===== config.mk =====
export PLATFORM = sky130hd
export DESIGN_NAME = fb_bank_scheduler
export DESIGN_NICKNAME = d
export VERILOG_FILES = /design/src/rtl/fb_bank_scheduler.sv
export SDC_FILE = /design/constraint.sdc
export NUM_CORES = 1
export LEC_CHECK = 0
export BUFFER_PORTS_ARGS = -buffer_cell sky130_fd_sc_hd__buf_2
export CORE_MARGIN = 2
export CORE_UTILIZATION = 35
export CTS_CLUSTER_SIZE = 10
export DETAILED_ROUTE_END_ITERATION = 8
export HOLD_SLACK_MARGIN = 0.02
export PLACE_DENSITY_LB_ADDON = 0.1
export SETUP_SLACK_MARGIN = 0.4
export SLEW_MARGIN = 20
export SYNTH_ARGS = -nofsm -noshare
export SYNTH_HDL_FRONTEND = slang
export SYNTH_SLANG_ARGS = --single-unit

===== constraint.sdc =====
create_clock -name i_clk -period 2 [get_ports i_clk]
set_clock_uncertainty 0.05 [all_clocks]
set_input_delay 0.1 -clock i_clk [delete_from_list [all_inputs] [get_ports i_clk]]
set_output_delay 0.1 -clock i_clk [all_outputs]
set_load 0.02 [all_outputs]

===== src/rtl/fb_bank_scheduler.sv =====
// Triple-buffer bank scheduler: rotates write/ready/display banks only at frame
// boundaries and prefixes the bank index onto the shared frame-RAM addresses.
module fb_bank_scheduler #(
    parameter int unsigned ADDR_W      = 16,
    parameter int unsigned DATA_W      = 15,
    parameter int unsigned SYNC_STAGES = 2,
    parameter int unsigned CNT_W       = 8
) (
    input  logic              i_clk,
    input  logic              i_rst_n,
    input  logic              i_enable,
    input  logic              i_wr_vs,
    input  logic              i_rd_vs,
    input  logic              i_wre,
    input  logic [ADDR_W-1:0] i_wraddr,
    input  logic [DATA_W-1:0] i_data,
    input  logic [ADDR_W-1:0] i_rdaddr,
    output logic              o_wre,
    output logic [ADDR_W+1:0] o_wraddr,
    output logic [DATA_W-1:0] o_data,
    output logic [ADDR_W+1:0] o_rdaddr,
    output logic [1:0]        o_wbank,
    output logic [1:0]        o_dbank,
    output logic              o_fresh,
    output logic              o_armed,
    output logic [CNT_W-1:0]  o_drop_cnt,
    output logic [CNT_W-1:0]  o_rep_cnt
);

    typedef enum logic {StIdle, StRun} state_t;

    state_t                 r_state;
    logic [SYNC_STAGES-1:0] r_wr_sync, r_rd_sync;
    logic                   r_wr_prev, r_rd_prev;
    logic                   r_wr_ev, r_rd_ev;
    logic [1:0]             r_wbank, r_rbank, r_dbank;
    logic                   r_fresh;
    logic [CNT_W-1:0]       r_drop_cnt, r_rep_cnt;
    logic                   r_wre;
    logic [ADDR_W+1:0]      r_wraddr, r_rdaddr;
    logic [DATA_W-1:0]      r_data;

    logic w_wr_s, w_rd_s, w_drop_sat, w_rep_sat;

    assign w_wr_s     = r_wr_sync[SYNC_STAGES-1];
    assign w_rd_s     = r_rd_sync[SYNC_STAGES-1];
    assign w_drop_sat = &r_drop_cnt;
    assign w_rep_sat  = &r_rep_cnt;

    // Synchronisers plus registered rising-edge pulses.
    always_ff @(posedge i_clk) begin
        if (!i_rst_n) begin
            r_wr_sync <= '0;
            r_rd_sync <= '0;
            r_wr_prev <= 1'b0;
            r_rd_prev <= 1'b0;
            r_wr_ev   <= 1'b0;
            r_rd_ev   <= 1'b0;
        end else begin
            r_wr_sync <= (r_wr_sync << 1) | SYNC_STAGES'(i_wr_vs);
            r_rd_sync <= (r_rd_sync << 1) | SYNC_STAGES'(i_rd_vs);
            r_wr_prev <= w_wr_s;
            r_rd_prev <= w_rd_s;
            r_wr_ev   <= w_wr_s & ~r_wr_prev;
            r_rd_ev   <= w_rd_s & ~r_rd_prev;
        end
    end

    always_ff @(posedge i_clk) begin
        if (!i_rst_n) begin
            r_state    <= StIdle;
            r_wbank    <= 2'd0;
            r_rbank    <= 2'd1;
            r_dbank    <= 2'd2;
            r_fresh    <= 1'b0;
            r_drop_cnt <= '0;
            r_rep_cnt  <= '0;
        end else if (i_enable) begin
            case (r_state)
                StIdle: begin
                    if (r_wr_ev) r_state <= StRun;
                end
                StRun: begin
                    if (r_wr_ev && r_rd_ev) begin
                        // Reader takes the just-finished frame directly.
                        r_dbank <= r_wbank;
                        r_wbank <= r_rbank;
                        r_rbank <= r_dbank;
                        r_fresh <= 1'b0;
                        if (r_fresh && !w_drop_sat) r_drop_cnt <= r_drop_cnt + CNT_W'(1);
                    end else if (r_wr_ev) begin
                        r_wbank <= r_rbank;
                        r_rbank <= r_wbank;
                        r_fresh <= 1'b1;
                        if (r_fresh && !w_drop_sat) r_drop_cnt <= r_drop_cnt + CNT_W'(1);
                    end else if (r_rd_ev) begin
                        if (r_fresh) begin
                            r_dbank <= r_rbank;
                            r_rbank <= r_dbank;
                            r_fresh <= 1'b0;
                        end else if (!w_rep_sat) begin
                            r_rep_cnt <= r_rep_cnt + CNT_W'(1);
                        end
                    end
                end
                default: r_state <= StIdle;
            endcase
        end
    end

    // Address/data pipeline runs regardless of i_enable.
    always_ff @(posedge i_clk) begin
        if (!i_rst_n) begin
            r_wre    <= 1'b0;
            r_wraddr <= '0;
            r_data   <= '0;
            r_rdaddr <= '0;
        end else begin
            r_wre    <= i_wre & (r_state == StRun);
            r_wraddr <= {r_wbank, i_wraddr};
            r_data   <= i_data;
            r_rdaddr <= {r_dbank, i_rdaddr};
        end
    end

    assign o_wre      = r_wre;
    assign o_wraddr   = r_wraddr;
    assign o_data     = r_data;
    assign o_rdaddr   = r_rdaddr;
    assign o_wbank    = r_wbank;
    assign o_dbank    = r_dbank;
    assign o_fresh    = r_fresh;
    assign o_armed    = (r_state == StRun);
    assign o_drop_cnt = r_drop_cnt;
    assign o_rep_cnt  = r_rep_cnt;

endmodule

==> impl_metrics.ini, run 1 <==
[status]
outcome = finished clean

[place]
placedCellCount = 481
dp_hpwl_mm = 3.95
io_buffers = 126
gp_congestion = 0.819
dpl_cell_area_mm2 = 0.00350

[yosys]
synth_ff_type = dfxtp_1
yosys_warnings = 0
synth_most_common_cell = dfxtp_1
yosys.area_share.adder_pct = 0.900
synth_compound_area_share_pct = 7.20
avgSynthCellArea_um2 = 10.6
synth-seq-cells = 84
ys_types = 38
yosys.area.top_type_share_pct = 60.5
netlist_instances = 262
syn_area_mm2 = 0.00278
netlist_top_cells_count = 84 x dfxtp_1, 58 x and2_1, 15 x nor2_1
synth-edff-count = 0
seq_area_frac_synth_pct = 60.5
async_flop_share_pct = 0
syn-num-nets = 317
synthTopCellsByArea = dfxtp_1 61%, and2_1 13%, mux2i_1 3.6%
synth_top_area_cell = dfxtp_1
synth-simple-area-share_pct = 24.0
synthMuxAreaShare_pct = 4.01
synth_top_family_by_area = simple AND/OR/NAND/NOR gates
synthXorXnorAreaFrac_pct = 0.946

[global_routing]
gr-total-overflow = 0
antenna_found_initial = 0
grt_usage_pct = 14.8
grt_pass1_vias = 2227
grt_pass1_wl_mm = 9.99
grt_max_degree = 39

[detailed_routing]
wl_met2_mm = 3.02
dr_wl_met3_um = 435
top_layer = met4
wire_per_inst_um = 11.5
vias = 2419
drc_errors = 0
met1Wirelength_mm = 2.76
ant_nets = 0
drt-initial-drc-count = 83
routed_wl_mm = 6.31
avgViaCountPerCell = 4.41
dr.pass1.iters = 4

[cts]
htree_levels = 3
clock-root-buffer = clkbuf_8
cts.clk_slew.worst_paths_ns = 0.09
numClockSinks = 84
clk_latency_ns = 0.35
cts_tree = done
numCtsBuffers = 9
cts_setup_buffers = 0
clock_path_buffers = 2

[worst_setup_path]
crit_family = simple AND/OR/NAND/NOR gates
critPathLaunchType = input pin
worst_setup_path_end_kind = flip-flop
worstReg2RegStart = r_rd_ev
crit_chain = dlygate4sd3_1 > buf_2 > and3_4 > o211ai_4 > or4_1 > a21oi_1
slowest_stage = dlygate4sd3_1
crit_start = i_enable
worstSetupPathType = in -> reg
slowest_delay_ns = 0.52
cp_max_fo = 7
arrival_ns = 1.74
critPathBufInv = 2
cp.required_ns = 2.21

[floorplanning]
start_util_pct = 36.0
die_w_um = 93.1
dieArea_mm2 = 0.00867
die_height_um = 93.1
pin_count = 127
coreArea_mm2 = 0.00773
num_rows = 32

[timing]
setup_tns_ns = 0
rsz0062_at_grt = yes
fin_crit_ns = 1.53
finalHoldViolCount = 0
max_freq_mhz = 655
relSlewSlack_pct = 66.2
fin_crit_sh_pct = 76.4
finalSetupViolCount = 0
tightest_slew_ns = 0.504
slew_viol_final = 0

[final_layout]
fillerInstances = 713
utilization_pct = 55.2
stdcell_count = 548
synthToLayoutAreaGrowth_pct = 53.4
fin_area_mm2 = 0.00426
register_area_mm2 = 0.00169
drive_above_1_share_pct = 35.2
antenna_cells = 0
multi_input_area_mm2 = 0.00105
fin_nets = 496

[power]
p_leak_nw = 1.97
power_density_mw_per_mm2 = 800
ir_worst_vdd_mv = 0.388

[hold_path]
worstHoldStart = i_rst_n
hold_path.class = in -> reg

[run]
max_cap_violations = 0
==> cell type report <==
class / count / share of cell area, %
clock buffer: 11 / 3.32
clock inverter: 5 / 1.97
inverter: 4 / 0.352
multi-input combinational: 163 / 24.6
sequential: 84 / 39.7
tap: 102 / 2.99
timing repair buffer: 179 / 27.1
==> worst register-to-register path: stages, from the launching register on <==
cell      delay [ns]
dfxtp_1         0.40
and3_4          0.27
o211ai_4        0.09
or4_1           0.47
a21oi_1         0.14
==> what timing repair did <==
| action | 4_1_cts | 5_1_grt |
|---|---|---|
| hold buffers | 51 | 0 |
| setup endpoints to repair | 3 | 6 |
| hold endpoints to repair | 51 | 0 |
| gates resized for setup | 2 | 6 |
| pin swaps | 0 | 2 |
| gates cloned | 0 | 0 |
==> kinds of logic after synthesis <==
logic type                 after synthesis
AOI/OAI and AO/OA                       30
xor gates and xnor gates                 3
adders and majority gates                2
buffers and inverters                   15
DFF                                     84
muxes                                   11
and+or+nand+nor                        117
==> power by group <==
part | internal, W | switching (W) | total, W
sequential | 0.00173 | 0.0000149 | 0.00174
combinational | 0.000166 | 0.000146 | 0.000312
clock | 0.000743 | 0.000612 | 0.00135
==> cells in the final DEF (no fill, tap or decap), drive strengths merged, types with 2 or more instances in the layout <==
| cell type | netlist | routed |
|---|---|---|
| ha | 2 | 2 |
| nand3 | 9 | 9 |
| nor3 | 3 | 3 |
| nor2 | 16 | 16 |
| buf | 3 | 128 |
| o21ai | 7 | 7 |
| mux2i | 10 | 10 |
| nand2 | 12 | 12 |
| nor2b | 3 | 3 |
| or3 | 2 | 2 |
| nand4 | 8 | 8 |
| dfxtp | 84 | 84 |
| o31ai | 2 | 2 |
| o211ai | 2 | 2 |
| a211oi | 2 | 2 |
| inv | 3 | 4 |
| and4 | 2 | 2 |
| clkbuf | 8 | 11 |
| and2 | 58 | 58 |
| and3 | 2 | 2 |
| clkinvlp | 0 | 2 |
| xor2 | 3 | 3 |
| bufinv | 0 | 2 |
| a21oi | 11 | 11 |
| o311ai | 2 | 2 |
| dlygate4sd3 | 0 | 51 |
==> layer usage <==
metal	vias up	track usage [%]
met2	88	25.1
met4	0	7.72
met3	10	4.43
met5	-	0
met1	1080	16.8
li1	1241	-
==> stage by stage <==
step           hold slack [ns]  setup WS, ns  total power, W
2_1_floorplan            0.172         0.458         0.00191
3_3_place_gp             0.255         0.411         0.00201
3_5_place_dp             0.255         0.375         0.00202
4_1_cts                  0.156         0.443         0.00346
5_1_grt                  0.173         0.387         0.00356
6_report                 0.162         0.473         0.00341
==> flip-flops by register name, summed over array words and instances (netlist names), 2 cells and up <==
name        cells
o_wraddr       18
o_dbank         2
r_rbank         2
o_drop_cnt      8
r_wr_sync       2
r_rd_sync       2
o_wbank         2
o_rdaddr       18
o_data         15
o_rep_cnt       8
==> worst paths after layout <==
kind	depth (start not counted)	slack, ns	endpoint
max	6	0.47	o_rep_cnt[7]
min	3	0.16	o_dbank[1]
max reg2reg	4	0.51	o_rep_cnt[7]
min reg2reg	1	0.32	r_wr_ev
Power figures use the tool's default switching activity.
==> inputs of run 2 (changes only) <==
==> constraint.sdc (replaced) <==
create_clock -name i_clk -period 1.54 [get_ports i_clk]
set_clock_uncertainty 0.05 [all_clocks]
set_input_delay 0.077 -clock i_clk [delete_from_list [all_inputs] [get_ports i_clk]]
set_output_delay 0.077 -clock i_clk [all_outputs]
set_load 0.02 [all_outputs]
==> impl_metrics.ini, run 2 (same netlist as run 1, synthesis figures left out) <==
[floorplanning]
coreArea_mm2 = 0.00773
start_util_pct = 36.0
pin_count = 127
die_height_um = 93.1
dieArea_mm2 = 0.00867
num_rows = 32
die_w_um = 93.1

[final_layout]
antenna_cells = 0
fin_nets = 515
drive_above_1_share_pct = 44.5
stdcell_count = 567
synthToLayoutAreaGrowth_pct = 65.3
fillerInstances = 639
final_common_cell = buf_2
final_cell_mix = 121 x buf_2, 66 x dfxtp_1, 57 x and2_1, 51 x dlygate4sd3_1, 17 x buf_4

[place]
placedCellCount = 482
gp_congestion = 0.763
io_buffers = 126
dp_hpwl_mm = 4.05

[worst_setup_path]
arrival_ns = 1.67
worst_setup_path_end_kind = flip-flop
r2r_slack_ns = 0.08
worstReg2RegStart = o_armed
critPathLaunchType = flip-flop
cp_max_fo = 6
crit_start = o_armed
r2r-end = o_rep_cnt[7]
worstRegToRegCells = 4
worstSetupPathType = reg -> reg
cp.required_ns = 1.75
crit_end = o_rep_cnt[7]

[timing]
fin_crit_sh_pct = 94.7
finalHoldViolCount = 0
setup_tns_ns = 0
slew_viol_final = 0
tightest_slew_ns = 0.522
max_freq_mhz = 686
fin_crit_ns = 1.46
relSlewSlack_pct = 65.0
finalSetupViolCount = 0
rsz0062_at_grt = yes

[detailed_routing]
ant_nets = 0
vias = 2470
drc_errors = 0
avgViaCountPerCell = 4.36
dr.pass1.iters = 4
routed_wl_mm = 6.70
wire_per_inst_um = 11.8
drt-initial-drc-count = 66

[cts]
cts_tree = done
cts.clk_slew.worst_paths_ns = 0.08
htree_levels = 3
clock-root-buffer = clkbuf_8
numCtsBuffers = 9
clock_path_buffers = 2
clk_latency_ns = 0.34
numClockSinks = 84

[global_routing]
grt_pass1_vias = 2407
antenna_found_initial = 0
grt_pass1_wl_mm = 10.7
grt_max_degree = 41
gr-total-overflow = 0
grt_usage_pct = 15.5

[power]
power_density_mw_per_mm2 = 920
ir_worst_vdd_mv = 0.464
p_leak_nw = 2.13

[run]
max_cap_violations = 0

[status]
outcome = finished clean

[hold_path]
hold_path.class = in -> reg
## run 2: cell types whose count changed in the layout (fill, tap and decap cells not counted), sizes merged
cell,delta
buf,+19
clkinv,+2
clkinvlp,-2
bufinv,-1
inv,+1
## run 2: area by class of cell
type                            count  area, um2  area share, %
Clock buffer                       11        141           3.08
Clock inverter                      5       58.8           1.28
Inverter                            4       15.0          0.327
Multi-Input combinational cell    163       1170           25.5
Sequential cell                    84       1730           37.6
Tap cell                          102        128           2.78
Timing Repair Buffer              198       1350           29.4
## run 2: layer usage
layer / share of wire [%] / global-route usage, % / up-vias
met5: 0 / 0 / -
met4: 2.7 / 8.09 / 0
met3: 7.0 / 4.67 / 12
met2: 48 / 26.4 / 84
met1: 42 / 17.6 / 1097
li1: - / - / 1277
## run 2: timing repair
item / in CTS / in global routing
resized for setup: 12 / 36
endpoints found under the hold margin: 51 / 0
hold buffers: 51 / 0
pin swaps: 10 / 17
setup buffers: 10 / 8
setup endpoints to repair: 20 / 26
## run 2: worst min path at each step
stage,from,end,slack (ns),depth (start not counted)
floorplan,i_data[10],o_data[10],0.15,1
global placement,i_data[10],o_data[10],0.23,2
detailed placement,i_wraddr[6],o_wraddr[6],0.24,2
CTS,i_enable,o_fresh,0.05,3
global route,i_enable,o_fresh,0.07,3
finish,i_enable,o_fresh,0.07,3
## run 2: worst max-delay path, cell delays in order (launching register included)
cell and delay, ns:
dfxtp_4 0.38, and3_4 0.25, o211ai_4 0.10, or4_1 0.47, a21oi_1 0.14
## run 2: power by group
group	internal [W]	switching, W
sequential	0.00223	0.0000168
clock	0.000802	0.000762
combinational	0.000222	0.000194
total	0.00325	0.000973
## run 2: through the flow
step | instance area, um2 | util [%] | hold slack (ns) | worst slack [ns] | total power, W
2_1_floorplan | 2870 | - | 0.149 | 0.103 | 0.00247
3_3_place_gp | 3590 | 46.4 | 0.231 | 0.0915 | 0.00261
3_5_place_dp | 3590 | 46.4 | 0.236 | 0.0621 | 0.00261
4_1_cts | 4410 | 57.1 | 0.0493 | 0.0808 | 0.00430
5_1_grt | 4590 | 59.4 | 0.0682 | 0.0308 | 0.00442
6_report | 4590 | 59.4 | 0.0734 | 0.0816 | 0.00422
